**config.mk**
```make
export PLATFORM = sky130hd
export DESIGN_NAME = gf180mcu_fd_sc_mcu7t5v0__aoi221_bist
export DESIGN_NICKNAME = d
export VERILOG_FILES = /design/src/rtl/gf180mcu_fd_sc_mcu7t5v0__aoi221_bist.sv
export SDC_FILE = /design/constraint.sdc
export NUM_CORES = 1
export LEC_CHECK = 0
export ABC_AREA = 1
export ABC_CLOCK_PERIOD_IN_PS = 2100
export CORE_ASPECT_RATIO = 0.8
export CORE_MARGIN = 5
export CORE_UTILIZATION = 52
export CTS_BUF_LIST = sky130_fd_sc_hd__clkbuf_16
export CTS_CLUSTER_DIAMETER = 150
export DETAILED_ROUTE_END_ITERATION = 12
export PLACE_DENSITY = 0.89
export SLEW_MARGIN = 20
export SYNTH_ARGS = -nofsm -noshare
export SYNTH_HDL_FRONTEND = slang
export SYNTH_SLANG_ARGS = --single-unit
```
**constraint.sdc**
```tcl
create_clock -name CLK -period 2.1 [get_ports CLK]
set_input_delay 0.42 -clock CLK [delete_from_list [all_inputs] [get_ports CLK]]
set_output_delay 0.42 -clock CLK [all_outputs]
set_load 0.01 [all_outputs]
```
**src/rtl/gf180mcu_fd_sc_mcu7t5v0__aoi221_bist.sv**
```systemverilog
`default_nettype none
// ============================================================================
// Module   : gf180mcu_fd_sc_mcu7t5v0__aoi221_bist
// Brief    : Exhaustive stimulus driver and response checker for one aoi221
//            cell. Sweeps all 32 input vectors (binary order on even passes,
//            Gray order on odd passes), compares ZN against the golden
//            ~((A1&A2)|(B1&B2)|C) and reports error count / first failure.
// Revision : 1.0 - initial release
// ============================================================================
module gf180mcu_fd_sc_mcu7t5v0__aoi221_bist #(
   parameter int SETTLE   = 2,
   parameter int N_PASSES = 2,
   parameter int ERR_W    = 8
) (
   input  logic             CLK,
   input  logic             RN,
   input  logic             START,
   input  logic             ZN,
   output logic             A1,
   output logic             A2,
   output logic             B1,
   output logic             B2,
   output logic             C,
   output logic             BUSY,
   output logic             DONE,
   output logic             PASS,
   output logic [ERR_W-1:0] ERR_CNT,
   output logic [4:0]       FAIL_VEC
);

   localparam int SW = $clog2(SETTLE + 1);
   localparam int PW = (N_PASSES > 1) ? $clog2(N_PASSES) : 1;

   localparam logic [1:0]       c_idle       = 2'd0;
   localparam logic [1:0]       c_run        = 2'd1;
   localparam logic [1:0]       c_done       = 2'd2;
   localparam logic [SW-1:0]    c_settle_max = SW'(SETTLE);
   localparam logic [PW-1:0]    c_last_pass  = PW'(N_PASSES - 1);
   localparam logic [ERR_W-1:0] c_err_sat    = {ERR_W{1'b1}};

   logic [1:0]       state_q,  state_d;
   logic [4:0]       idx_q,    idx_d;
   logic [PW-1:0]    pass_q,   pass_d;
   logic [SW-1:0]    settle_q, settle_d;
   logic [ERR_W-1:0] err_q,    err_d;
   logic [4:0]       fvec_q,   fvec_d;
   logic [4:0]       stim_q,   stim_d;

   logic             w_sample;
   logic             w_last;
   logic             w_exp;
   logic             w_mis;
   logic [4:0]       w_idx_nx;
   logic [PW-1:0]    w_pass_nx;
   logic [4:0]       w_vec_nx;

   // Sample strobe, end-of-run detect, golden response and next sweep vector
   always_comb begin
      w_sample  = (settle_q == c_settle_max);
      w_last    = (idx_q == 5'd31) && (pass_q == c_last_pass);
      w_exp     = ~((stim_q[4] & stim_q[3]) | (stim_q[2] & stim_q[1]) | stim_q[0]);
      // Case inequality: an X or Z on the cell output must count as a failure
      w_mis     = (ZN !== w_exp);
      w_idx_nx  = idx_q + 5'd1;
      w_pass_nx = (idx_q == 5'd31) ? pass_q + PW'(1) : pass_q;
      w_vec_nx  = w_pass_nx[0] ? (w_idx_nx ^ (w_idx_nx >> 1)) : w_idx_nx;
   end

   // State register plus all datapath flops, synchronous active-low reset
   always_ff @(posedge CLK) begin
      if (!RN) begin
         state_q  <= c_idle;
         idx_q    <= '0;
         pass_q   <= '0;
         settle_q <= '0;
         err_q    <= '0;
         fvec_q   <= '0;
         stim_q   <= '0;
      end else begin
         state_q  <= state_d;
         idx_q    <= idx_d;
         pass_q   <= pass_d;
         settle_q <= settle_d;
         err_q    <= err_d;
         fvec_q   <= fvec_d;
         stim_q   <= stim_d;
      end
   end

   // Next-state logic: START only honoured outside RUN
   always_comb begin
      state_d = state_q;
      case (state_q)
         c_idle:  if (START) state_d = c_run;
         c_run:   if (w_sample && w_last) state_d = c_done;
         c_done:  if (START) state_d = c_run;
         default: state_d = c_idle;
      endcase
   end

   // Datapath: run initialisation, settle counting, sampling and sweep advance
   always_comb begin
      idx_d    = idx_q;
      pass_d   = pass_q;
      settle_d = settle_q;
      err_d    = err_q;
      fvec_d   = fvec_q;
      stim_d   = stim_q;
      if ((state_q != c_run) && START) begin
         idx_d    = '0;
         pass_d   = '0;
         settle_d = SW'(1);
         err_d    = '0;
         fvec_d   = '0;
         stim_d   = 5'd0;
      end else if (state_q == c_run) begin
         if (w_sample) begin
            if (w_mis) begin
               if (err_q != c_err_sat) err_d = err_q + ERR_W'(1);
               // Error count only ever rises, so zero means no earlier failure
               if (err_q == '0) fvec_d = stim_q;
            end
            settle_d = SW'(1);
            idx_d    = w_idx_nx;
            pass_d   = w_pass_nx;
            stim_d   = w_last ? 5'd0 : w_vec_nx;
         end else begin
            settle_d = settle_q + SW'(1);
         end
      end
   end

   // Output decode from state and registered datapath
   always_comb begin
      BUSY     = (state_q == c_run);
      DONE     = (state_q == c_done);
      PASS     = (state_q == c_done) && (err_q == '0);
      {A1, A2, B1, B2, C} = stim_q;
      ERR_CNT  = err_q;
      FAIL_VEC = fvec_q;
   end

endmodule
`default_nettype wire

```
Word level (Yosys, flattened, before mapping) --
Index checks and enable logic that the tools add are counted.
Word-level totals: register bits 28, input port bits 4, output and inout port bits 21, word-level logic and storage cells 50
Cells by class: $add $sub $neg 4, equal/unequal tests 9, multiplexer cells 9, bitwise gates (word level) 7, reductions and logical operators 13
Operators by type and width (number):
- 5-bit 2-to-1 mux | 2
- 8-bit by 1-bit adder with 8-bit output (second input constant) | 1
- 8-bit zero test | 1
- 8-bit != test (second input constant) | 1
- 4-bit AND reduction | 2
- 2-bit 2-to-1 mux | 3
- 2-bit by 1-bit != test with 1-bit output (second input constant) | 3
- 5-bit by 1-bit adder with 5-bit output (second input constant) | 1
- 5-bit equality test (second input constant) | 1
- 5-bit by 4-bit XOR with 5-bit output | 1
- 2-bit equality test (second input constant) | 2
- 1-bit logical AND | 4
- 2-bit case mux with 2 select lines | 1
- 2-bit AND reduction | 2
- 2-bit OR reduction | 2
- 1-bit 2-to-1 mux | 3
- 2-bit by 1-bit adder with 2-bit output (second input constant) | 1
- 1-bit AND | 2
- 2-bit by 1-bit equality test with 1-bit output (second input constant) | 1
- 2-bit zero test | 1
- 1-bit NOT | 2
- 1-bit bitwise OR | 2
- 2-bit nonzero test | 1
- 1-bit adder (second input constant) | 1
- 1-bit !== test | 1

Depth between registers and ports, before layout --
Gate-level depths: netlist of the first run.
depth in word-level cells 6, gate-level depth with buffers 12, gate-level depth less buffers 12

Worst setup path before layout of the first run --
No wires, ideal clock.
kind register to register, start register idx_q[0], end register stim_q[2], setup time 0.070 ns, arrival 1.527 ns, data required time 2.030 ns, slack 0.503 ns, stages on the path, launching flop included 13, buffers on the path 0, period minus slack after synthesis 1.597 ns, cells stage by stage dfxtp_1 > ha_1 > nand2_1 > nor2_1 > ha_1 > inv_1 > nand2_1 > nand2_1 > nand3_1 > nand2_1 > nand2_1 > nand2_1 > a21oi_1
On the way: word-level cells in the longest chain between the ends 4, elaborated cells between the ends (all ways) 7, those cells by class add/sub: 1; eq/ne: 1; mux: 3; bitwise: 1; reduce/logical: 1
RTL lines:
- from (decl) | line 42 | logic [4:0] idx_q, idx_d;
- from (signal assigned) | line 81 | idx_q <= idx_d;
- 5-bit by 1-bit adder with 5-bit output or 5-bit equality test (tied branches) | line 64, 60, 65
- 5-bit by 4-bit XOR with 5-bit output or 1-bit 2-to-1 mux (tied branches) | line 66, 65
- 5-bit 2-to-1 mux | line 66 | w_vec_nx = w_pass_nx[0] ? (w_idx_nx ^ (w_idx_nx >> 1)) : w_idx_nx;
- 5-bit 2-to-1 mux * | line 126 | stim_d = w_last ? 5'd0 : w_vec_nx;
- to (signal assigned) | line 86 | stim_q <= stim_d;
- to (decl) | line 47 | logic [4:0] stim_q, stim_d;
Mark *: on every way between the ends. The rest lies on a longest branch, timed or not. A chain may end at the register's enable or synchronous reset.

Final worst setup path of the first run --
start register err_q[0] (netlist: ERR_CNT[0]), end output PASS
On the way: word-level cells in the longest chain between the ends 2
RTL lines:
- from (decl) | line 45 | logic [ERR_W-1:0] err_q, err_d;
- from (signal assigned) | line 84 | err_q <= err_d;
- 8-bit zero test | line 137 | PASS = (state_q == c_done) && (err_q == '0);
- 1-bit logical AND | line 137
- to (decl) | line 26 | output logic PASS,
Every way passes these cells.

==> results of run 1 <==
per-layer routing:
metal | part of all wire, % | track usage, % | vias up
li1 | - | - | 759
met1 | 48 | 23.16 | 649
met2 | 45 | 31.33 | 45
met3 | 6.1 | 4.608 | 4
met4 | 1.0 | 4.098 | 0
met5 | 0 | 0 | -
timing repair:
item                       4_1_cts  5_1_grt
gates resized for setup          1        0
hold endpoints to repair         0        0
setup endpoints to repair        1        0
layout make-up:
class	count	share of cell area, %
multi-input combinational	165	43.84
clock buffer	3	3.955
timing repair buffer	26	13.38
inverter	26	5.208
sequential	28	29.53
tap	38	2.505
clock inverter	1	1.582
tightest hold or removal path, cell delays in order (launching register included):
cell and delay, ns:
dfxtp_1 0.32, nand2_1 0.06, a21oi_1 0.05
stage by stage:
stage	setup WS [ns]	cell area, um2	hold slack, ns	std cells	total power [mW]
floorplan	0.5033	1520	0.4372	223	0.5932
global placement	0.2890	1794	0.4491	283	0.6098
detailed placement	0.2600	1794	0.4571	283	0.6112
CTS	0.1865	1898	0.4774	287	1.165
global route	0.05400	1898	0.5001	287	1.187
finish	0.1795	1898	0.4786	287	1.155
power by group through the flow:
stage	combinational, mW	sequential, mW	clock (mW)
floorplan	0.0412	0.552	0
global placement	0.0574	0.552	0
detailed placement	0.0586	0.553	0
CTS	0.0593	0.540	0.566
global route	0.0661	0.541	0.580
finish	0.0598	0.541	0.555
cell usage in the layout, fill, tap and decap left out, types with 2 or more instances in the layout:
| cell | synthesis | layout |
|---|---|---|
| buf_4 | 1 | 2 |
| nand4_1 | 4 | 4 |
| clkbuf_16 | 0 | 3 |
| inv_1 | 22 | 22 |
| a21oi_2 | 2 | 2 |
| nand2_4 | 2 | 2 |
| ha_1 | 5 | 5 |
| nor2_1 | 29 | 29 |
| dfxtp_1 | 28 | 28 |
| o21ai_0 | 6 | 6 |
| nand2_1 | 67 | 67 |
| nand3_1 | 15 | 15 |
| xor2_1 | 5 | 5 |
| clkdlybuf4s50_1 | 0 | 23 |
| a21oi_1 | 17 | 17 |
| nor3_1 | 2 | 2 |
| inv_2 | 2 | 2 |
| nand2_2 | 2 | 2 |
| nand3b_1 | 2 | 2 |
cells by family (layout without fill, tap and decap cells):
logic type      count (synthesis)  count (layout)  synth area share, %
buf+inv                        30              56                8.395
flops                          28              28                36.87
xor+xnor                        6               6                3.457
fa+ha+maj                       5               5                4.115
compound gates                 29              29                11.19
simple gates                  125             125                35.97
flip-flops by register name (all words and copies together) (netlist names):
name / cells
FAIL_VEC: 5
idx_q: 5
stim_q: 5
pass_q: 1
settle_q: 2
ERR_CNT: 8
state_q: 2
how the worst max path moves through the flow:
stage,endpoint,cells after the start,slack [ns],startpoint
after floorplan,stim_q[2]$_SDFFE_PP0P_,12,0.50,idx_q[0]$_SDFFE_PP0P_
after global placement,PASS,5,0.29,ERR_CNT[0]$_SDFFE_PP0P_
after detailed placement,PASS,5,0.26,ERR_CNT[0]$_SDFFE_PP0P_
after CTS,PASS,5,0.19,ERR_CNT[0]$_SDFFE_PP0P_
after global routing,stim_q[2]$_SDFFE_PP0P_,12,0.05,idx_q[1]$_SDFFE_PP0P_
final,PASS,5,0.18,ERR_CNT[0]$_SDFFE_PP0P_
==> reports/metrics.cfg, run 1 <==
[grt]
antenna_found_initial = 0
grt_overflow = 0
grt.total_usage_pct = 18.19
grt_pass1_vias = 1312
grt_pass1_wl_mm = 6.016
grt_max_degree = 17

[drt]
post_drt_wl_per_cell_um = 12.32
post-route-drc-count = 0
drt_iter0_drc = 110
drt-total-wl_mm = 3.535
firstDrtPassIters = 4
ant_nets = 0
via_per_inst = 5.077
num_vias = 1457

[clock_network]
cts_made_buffers = 3
cts-root-buf = clkbuf_16
cts_hold_buf = 0
cts_buffer_depth = 2
cts.clk_slew.worst_paths_ns = 0.06
tritoncts = built
htreeDepth = 1
clk_latency_ns = 0.26
post_cts_buffers = 0
cts_sinks = 28

[floorplanning]
core_area_um2 = 2786
start_util_pct = 54.56
dieArea_um2 = 4111
ioPinCount = 25
num_rows = 17
die_y_um = 58.36
die_w_um = 70.45

[finish]
fin_util_pct = 68.12
final_nets = 259
diodes = 0
regArea_um2 = 560.5
multiInputGateArea_um2 = 832.0
fillers = 243
syn2layout_area_growth_pct = 24.86
drive_gt1_share_pct = 7.229

[synth]
seq_area_frac_synth_pct = 36.87
synth_cells = 223
synth_area_um2 = 1520
ys_seq_elements = 28
ys_dominant_reg_cell = dfxtp_1
async_flop_share_pct = 0
synth.top_cell.area_share_pct = 36.87
synth_edf_count = 0
synth_cell_types = 28
yosys.cell_count.top_type = nand2_1
syn-num-nets = 232
ys_warn_count = 0
synthTopCellsByCount = nand2_1 (67), nor2_1 (29), dfxtp_1 (28)
ys_top_cells_by_area = dfxtp_1 (37%), nand2_1 (17%), nor2_1 (7.2%)
postSynthAreaPerCell_um2 = 6.817
synth_top_area_cell = dfxtp_1

[setup_path]
crit_required_ns = 1.68
setup.worst_path.start_class = flop
reg2regPathDepth = 12
reg2reg_slack_ns = 0.23
critical_path_class = flop to primary output
r2r_start = idx_q[1]$_SDFFE_PP0P_
crit_fanout = 5
critPathArrivalTime_ns = 1.50
crit_chain = inv_1, ha_1, nand4_1, nor3_1, dlygate4sd2_1
end_kind = primary output
timing.rr.end = stim_q[1]$_SDFFE_PP0P_
slowest_stage = dfxtp_1
path_buf_inv = 2
slowest_delay_ns = 0.34
path_delay_family = buffers and inverters

[pwr]
pwr-share-seq_pct = 46.8
irDropWorstVdd_v = 0.0004763
switchingPower_mw = 0.2185
internal_power_mw = 0.9367
p_comb_share_pct = 5.2
swShare_pct = 18.91
p_leak_nw = 0.8100
power_density_nw_per_um2 = 608.6
clockPowerShare_pct = 48.0

[flow_run]
cap_violations = 0

[sta]
max-slew-margin-rel_pct = 78.08
worstMarginPinSlew_ns = 0.3276
grt_setup_unrepaired = no
setup_tns_ns = 0
setup_viol = 0
final-hold-violation-count = 0
drv_slew = 0
period_needed_ns = 1.920
fin_crit_sh_pct = 91.45
fin_skew_ns = 0.005424
fmax_mhz = 520.7

[min_path]
hold_path.class = flop to flop
hold_path_end = settle_q[1]$_SDFFE_PP0P_
min_path_cells = 2
hold_start = settle_q[1]$_SDFFE_PP0P_

[place]
place_congestion = 0.8513
io_buffers = 24
post-dp-hpwl_mm = 2.479

[status]
status = completed

(Power assumes the default switching activity.)
==> inputs of run 2 (changes only) <==
Settings changed: ABC_CLOCK_PERIOD_IN_PS 2100 to 1950.
Clock period 2.1 ns to 1.95 ns, I/O delays scaled along.
==> run 2 against run 1 <==
First-iteration DRC count is 45% lower. Clock skew is 0.0011 ns lower. Clock-buffer cell count stayed put. Combinational power is 5.0% higher.
==> reports/metrics.cfg, run 2 (synthesized netlist as in run 1, its figures left out) <==
[status]
status = completed

[setup_path]
end_kind = primary output
crit_required_ns = 1.56
critPathArrivalTime_ns = 1.41
crit_fanout = 3
reg2reg_slack_ns = 0.18
critical_path_class = flop to primary output
setup.worst_path.start_class = flop

[drt]
drt-total-wl_mm = 3.320
post_drt_wl_per_cell_um = 11.49
dr_wl_met2_mm = 1.476
via_per_inst = 4.948
firstDrtPassIters = 4
num_vias = 1430
ant_nets = 0
highest_layer = met4
met1Wirelength_mm = 1.590
drt_iter0_drc = 61
wl_met3_um = 225
post-route-drc-count = 0

[finish]
final_cell_mix = nand2_1 (66), nor2_1 (29), dfxtp_1 (28), clkdlybuf4s50_1 (23), inv_1 (22)
final_common_cell = nand2_1
drive_gt1_share_pct = 8.367
regArea_um2 = 560.5
fillers = 230
fin_area_um2 = 1916
diodes = 0
largest_reg_flops = 8
syn2layout_area_growth_pct = 26.01
multiInputGateArea_um2 = 834.6
final_nets = 261

[clock_network]
cts_made_buffers = 3
tritoncts = built
cts_hold_buf = 0
clk_latency_ns = 0.26
post_cts_buffers = 0
cts-root-buf = clkbuf_16
cts.clk_slew.worst_paths_ns = 0.07
cts_buffer_depth = 2
cts_sinks = 28
htreeDepth = 1

[min_path]
hold_path.class = flop to flop

[sta]
max-slew-margin-rel_pct = 75.03
final-hold-violation-count = 0
drv_slew = 0
fin_skew_ns = 0.004277
worstMarginPinSlew_ns = 0.3746
fmax_mhz = 555.6
period_needed_ns = 1.800
setup_viol = 0
fin_crit_sh_pct = 92.30
whs_ns = 0.4807

[floorplanning]
num_rows = 17
ioPinCount = 25
start_util_pct = 54.56
die_y_um = 58.36
core_area_um2 = 2786
dieArea_um2 = 4111
die_w_um = 70.45

[pwr]
irDropWorstVdd_v = 0.0005657
power_density_nw_per_um2 = 648.5
p_leak_nw = 0.8204
total_power_mw = 1.242

[grt]
grt_pass1_vias = 1308
grt_pass1_wl_mm = 5.678
grt_max_degree = 17
grt.total_usage_pct = 16.84
antenna_found_initial = 0
grt_overflow = 0

[place]
post-dp-hpwl_mm = 2.349
place_area_um2 = 1809
io_buffers = 24
place_congestion = 0.9140

[flow_run]
cap_violations = 0

[run 2: routing by layer]
metal | vias to the layer above | GRT usage [%]
met2 | 41 | 28.40
met1 | 622 | 22.09
met3 | 4 | 4.608
met4 | 0 | 2.732
li1 | 763 | -
met5 | - | 0
[run 2: path summary, 6_finish.rpt]
check                           cells past startpoint                        to                      from
worst max-delay path                                3                      DONE   state_q[1]$_SDFFE_PN0P_
worst min-delay path                                2  settle_q[1]$_SDFFE_PP0P_  settle_q[1]$_SDFFE_PP0P_
worst min register to register                      2  settle_q[1]$_SDFFE_PP0P_  settle_q[1]$_SDFFE_PP0P_
worst max register to register                     12    stim_q[2]$_SDFFE_PP0P_     idx_q[0]$_SDFFE_PP0P_
[run 2: final cells by class]
| type | count | area share, % |
|---|---|---|
| Inverter | 26 | 5.160 |
| Tap cell | 38 | 2.482 |
| Clock inverter | 1 | 1.568 |
| Clock buffer | 3 | 3.919 |
| Sequential cell | 28 | 29.26 |
| Timing Repair Buffer | 28 | 14.04 |
| Multi-Input combinational cell | 165 | 43.57 |
[run 2: report_power, final]
group	switching (mW)	total, mW	internal, mW
Combinational	0.0397	0.0628	0.0231
Sequential	0.00510	0.582	0.577
Clock	0.189	0.597	0.409
Total	0.234	1.24	1.01
[run 2: stage by stage]
stage                     worst slack [ns]  cells  setup TNS (ns)  utilization, %
after floorplan                     0.3533    223               0               -
after global placement              0.1660    285               0           64.93
after detailed placement            0.1512    285               0           64.93
after CTS                           0.1350    289               0           68.66
after global routing              -0.02011    289        -0.02011           68.75
final                               0.1501    289               0           68.75
[run 2: repair_timing]
action / CTS / global route
gates cloned: 0 / 0
gates resized for setup: 1 / 1
endpoints found under the setup margin: 1 / 1
pin swaps: 0 / 0
[run 2: critical path, stage by stage (launching register included)]
cell	delay, ns
dfxtp_1	0.44
inv_1	0.08
nor2_1	0.08
clkdlybuf4s50_1	0.54
